**src/rtl/mem_port_arbiter.sv**
```systemverilog
// Arbiter sharing one single-ported memory between instruction fetch and data memory.
// DM has priority unless IF has waited STARVE_MAX cycles; a grant timeout forces completion.
module mem_port_arbiter #(
  parameter int unsigned ADDR_W     = 32,
  parameter int unsigned DATA_W     = 32,
  parameter int unsigned STARVE_MAX = 4,
  parameter int unsigned TIMEOUT    = 15
) (
  input  logic              clk_i,
  input  logic              rst_i,
  input  logic              if_req_i,
  input  logic [ADDR_W-1:0] if_addr_i,
  output logic              if_ack_o,
  input  logic              dm_req_i,
  input  logic              dm_we_i,
  input  logic [ADDR_W-1:0] dm_addr_i,
  input  logic [DATA_W-1:0] dm_wdata_i,
  output logic              dm_ack_o,
  output logic              mem_req_o,
  output logic              mem_we_o,
  output logic [ADDR_W-1:0] mem_addr_o,
  output logic [DATA_W-1:0] mem_wdata_o,
  input  logic              mem_ack_i,
  output logic              sel_o,
  output logic              stall_if_o,
  output logic              stall_dm_o,
  output logic              err_o
);

  localparam int unsigned WaitW = $clog2(STARVE_MAX + 1);
  localparam int unsigned TcntW = $clog2(TIMEOUT) + 1;

  typedef enum logic [1:0] {StIdle, StGntIf, StGntDm} state_e;

  state_e             state_q;
  logic [WaitW-1:0]   wait_cnt_q;
  logic [TcntW-1:0]   tcnt_q;

  logic granted;
  logic timeout_hit;
  logic done;
  logic starved;
  logic if_wins;
  logic wait_sat;

  assign granted     = (state_q != StIdle);
  assign timeout_hit = granted & ~mem_ack_i & (tcnt_q == TcntW'(TIMEOUT - 1));
  // Reset aborts the transaction, so no completion is reported in the reset cycle.
  assign done        = granted & (mem_ack_i | timeout_hit) & ~rst_i;
  assign if_ack_o    = done & (state_q == StGntIf);
  assign dm_ack_o    = done & (state_q == StGntDm);
  assign stall_if_o  = if_req_i & ~if_ack_o;
  assign stall_dm_o  = dm_req_i & ~dm_ack_o;

  assign wait_sat = (32'(wait_cnt_q) >= STARVE_MAX);
  assign starved  = wait_sat;
  assign if_wins  = if_req_i & (~dm_req_i | starved);

  always_ff @(posedge clk_i) begin
    if (rst_i) begin
      state_q     <= StIdle;
      wait_cnt_q  <= '0;
      tcnt_q      <= '0;
      mem_req_o   <= 1'b0;
      mem_we_o    <= 1'b0;
      mem_addr_o  <= '0;
      mem_wdata_o <= '0;
      sel_o       <= 1'b0;
      err_o       <= 1'b0;
    end else begin
      if ((state_q == StIdle) && if_wins) begin
        wait_cnt_q <= '0;
      end else if (if_req_i && (state_q != StGntIf) && !wait_sat) begin
        wait_cnt_q <= wait_cnt_q + 1'b1;
      end

      unique case (state_q)
        StIdle: begin
          if (if_wins) begin
            state_q    <= StGntIf;
            mem_req_o  <= 1'b1;
            mem_we_o   <= 1'b0;
            mem_addr_o <= if_addr_i;
            sel_o      <= 1'b0;
            tcnt_q     <= '0;
          end else if (dm_req_i) begin
            state_q     <= StGntDm;
            mem_req_o   <= 1'b1;
            mem_we_o    <= dm_we_i;
            mem_addr_o  <= dm_addr_i;
            mem_wdata_o <= dm_wdata_i;
            sel_o       <= 1'b1;
            tcnt_q      <= '0;
          end
        end
        StGntIf, StGntDm: begin
          if (mem_ack_i || timeout_hit) begin
            state_q   <= StIdle;
            mem_req_o <= 1'b0;
            mem_we_o  <= 1'b0;
            if (timeout_hit) begin
              err_o <= 1'b1;
            end
          end else begin
            tcnt_q <= tcnt_q + 1'b1;
          end
        end
        default: begin
          state_q   <= StIdle;
          mem_req_o <= 1'b0;
        end
      endcase
    end
  end

endmodule

```
**config.mk**
```make
export PLATFORM = sky130hd
export DESIGN_NAME = mem_port_arbiter
export DESIGN_NICKNAME = d
export VERILOG_FILES = /design/src/rtl/mem_port_arbiter.sv
export SDC_FILE = /design/constraint.sdc
export NUM_CORES = 1
export LEC_CHECK = 0
export ABC_AREA = 1
export CORE_UTILIZATION = 40
export DETAILED_ROUTE_END_ITERATION = 6
export HOLD_SLACK_MARGIN = 0.08
export PLACE_DENSITY = 0.8
export SYNTH_ARGS = -nofsm -noshare
export SYNTH_HDL_FRONTEND = slang
export SYNTH_SLANG_ARGS = --single-unit
export TNS_END_PERCENT = 50
```
**constraint.sdc**
```tcl
create_clock -name clk_i -period 1.74 [get_ports clk_i]
set_input_delay 0.174 -clock clk_i [delete_from_list [all_inputs] [get_ports clk_i]]
set_output_delay 0.174 -clock clk_i [all_outputs]
set_load 0.01 [all_outputs]
```
==> reports/results.txt <==
clock insertion delay at the later pin of the skew report -> 350 ps
RSZ-0062 raised after global routing -> true
number of global-route vias before repair -> 3389
worst path cell trace -> inv_2, ha_4, nor2_4, nand3_2, nand2_2, nand3_4, o21ai_2, inv_1, buf_2
CTS tree -> yes
Synth area leader -> dfxtp_1
DRT Pass-1 Iters -> 4
GP Congestion -> 0.866
DP HPWL -> 7.15 mm
Slew Limit Fails -> 0
Leakage -> 2.49 nW
synth warn -> 0
register bit total from synthesis -> 78
top-count cell post-synth -> nand2_1
H-tree levels -> 3
Starting Density -> 41.5%
sequential-to-total area share from yosys stat -> 45.8%
die width -> 94.3 um
Sink Count -> 78
crit-path max cell delay -> 340 ps
port bufs -> 173
Final Setup Violations -> 0
placed cell areas -> 5320 um^2
final antenna-violating net count -> 0
main flop type after synthesis -> dfxtp_1
initial DRC count -> 89
Die ar. -> 8900 um^2
Post-Route WL -> 9.83 mm
vias -> 3643
status -> finished, final reports clean
via/cell ratio -> 4.76
initial antenna violation count -> 0
Power Density -> 886 nW/um^2
drt drc -> 0
Ports -> 174
WHS -> 422 ps
CP Data Required Time -> 1570 ps
ys async rst share -> 0%
Setup CP Type -> reg2out
share of the synthesized area in the top cell type -> 45.8%
Hold Vio Cnt, Final -> 0
largest cells by area after synthesis -> dfxtp_1 (46%), nand2_1 (9.8%), nor2_1 (8.8%)
Least-Margin Pin Slew -> 339 ps
fin crit share -> 98.0%
Clock Skew -> 14.8 ps
diodes inserted -> 0
Crit path max-delay family -> flip-flops
Hold-fix buffers, CTS -> 0
final net count -> 764
syn_nets -> 579
Worst Path Buf+Inv -> 3
EDFF count, synth -> 0
aggregate global-route resource usage -> 21.9%
Pwr Total -> 4.95 mW
Area growth, synth to finish -> 63.8%
Place WS -> -103 ps
pin count of the biggest net entering global routing -> 38
core area -> 8220 um^2
area of the multi-input gates -> 1550 um^2
Core Rows -> 33
combined flip-flop and latch cell area -> 1570 um^2
Die Y -> 94.3 um
clock transition at the registers of the reported paths -> 90 ps
Max clock buf depth -> 2
syn_area_per_cell -> 7.26 um^2
max-cap violations -> 0
fmax -> 586 MHz
Unique masters post-synth -> 21
Worst Path Max Fanout -> 4
post-DR wirelength/cell -> 12.8 um
CTS Root Cell -> clkbuf_8
fillcell total -> 696
CP startpoint kind -> flop
share of post-route cells with drive strength above 1 -> 11.2%
Post-Synthesis Cell Area -> 3410 um^2
CTS Buf Count -> 9
cells after synthesis -> 470
Period minus WS final -> 1710 ps
CP Data Arrival Time -> 1530 ps
Worst setup EP type -> output pin
synth cell count leaders -> nand2_1 (89), nor2_1 (80), dfxtp_1 (78), inv_1 (53), nand3_1 (42)
Finished Cell Area -> 5590 um^2
Crit-path slowest cell -> dfxtp_2
Max IR drop VDD -> 0.386 mV
final worst slack -> 34.6 ps
Rel. slew slack -> 77.2%
Congestion Overflow GR -> 0
global-route wire length before repair -> 15.3 mm
worst hold path type -> in2reg
flip-flops by register name (all words and copies together), names as in the netlist:
name and cells:
mem_we_o 1, mem_addr_o 32, state_q 2, wait_cnt_q 3, mem_wdata_o 32, tcnt_q 5
mem_req_o 1, sel_o 1, err_o 1
layout make-up:
cell class / count / share of cell area [%]
well taps: 105 / 2.35
clock inverters: 7 / 1.01
flip-flops and latches: 78 / 28.0
multi-input cells: 307 / 27.7
repair buffers: 200 / 34.6
inverters: 59 / 4.01
clock buffers: 9 / 2.22
path summary, 6_finish.rpt:
kind	from	endpoint	slack (ps)	cells past startpoint
setup / recovery	state_q[1]	stall_if_o	30	9
hold / removal	dm_wdata_i[7]	mem_wdata_o[7]	420	3
setup reg to reg	state_q[1]	state_q[1]	140	10
hold reg to reg	mem_req_o	mem_req_o	480	2
metal layers:
metal	vias to the layer above	global-route usage (%)	share of wire, %
met5	-	0	0
met4	0	8.85	1.8
met3	14	4.91	5.5
met2	99	40.2	52
met1	1655	24.1	41
li1	1875	-	-
tightest hold or removal path, delay by kind of cell:
kind | cells | cell delay (ps)
AO/OA/AOI/OAI | 1 | 120
AND/OR/NAND/NOR | 1 | 40
buffers and inverters | 1 | 390
through the flow:
stage / util, % / setup TNS, ps / std cells
global placement: 64.8 / -704 / 746
CTS: 67.4 / -72.0 / 764
floorplan: - / 0 / 470
finish: 68.0 / 0 / 765
global route: 68.0 / -136 / 765
detailed placement: 64.8 / -741 / 746
where the power goes:
part	leakage (nW)	internal (mW)	switching [mW]
registers	0.649	2.01	0.121
clock network	0.0906	0.535	0.702
logic	1.76	0.841	0.739
cell usage in the layout, fill, tap and decap left out, types with 2 or more instances in the layout:
cell type / synthesis / layout
dfxtp_1: 78 / 74
o21ai_1: 30 / 31
nand2_2: 1 / 3
o21ai_0: 8 / 6
clkinv_4: 0 / 2
inv_2: 6 / 9
nand2_1: 89 / 87
buf_4: 3 / 24
a21oi_1: 11 / 11
ha_1: 7 / 5
nor2_1: 80 / 78
inv_1: 53 / 49
clkdlybuf4s50_1: 0 / 169
clkbuf_8: 0 / 9
inv_6: 0 / 3
nand3_2: 1 / 2
dfxtp_2: 0 / 4
o211ai_1: 33 / 33
buf_2: 11 / 4
nand3_1: 42 / 40
buf_6: 3 / 2
ha_4: 0 / 2
cell families after synthesis:
| kind of cell | share of synthesized area, % |
|---|---|
| AND/OR/NAND/NOR | 25.5 |
| flip-flops | 45.8 |
| adder cells (fa/ha/maj) | 2.57 |
| AO/OA/AOI/OAI | 15.4 |
| buffers and inverters | 10.7 |
what timing repair did:
action,CTS,global route
gates resized for setup,31,13
setup buffers,2,1
pin swaps,7,7
endpoints found under the setup margin,4,39
(Power assumes the default switching activity.)
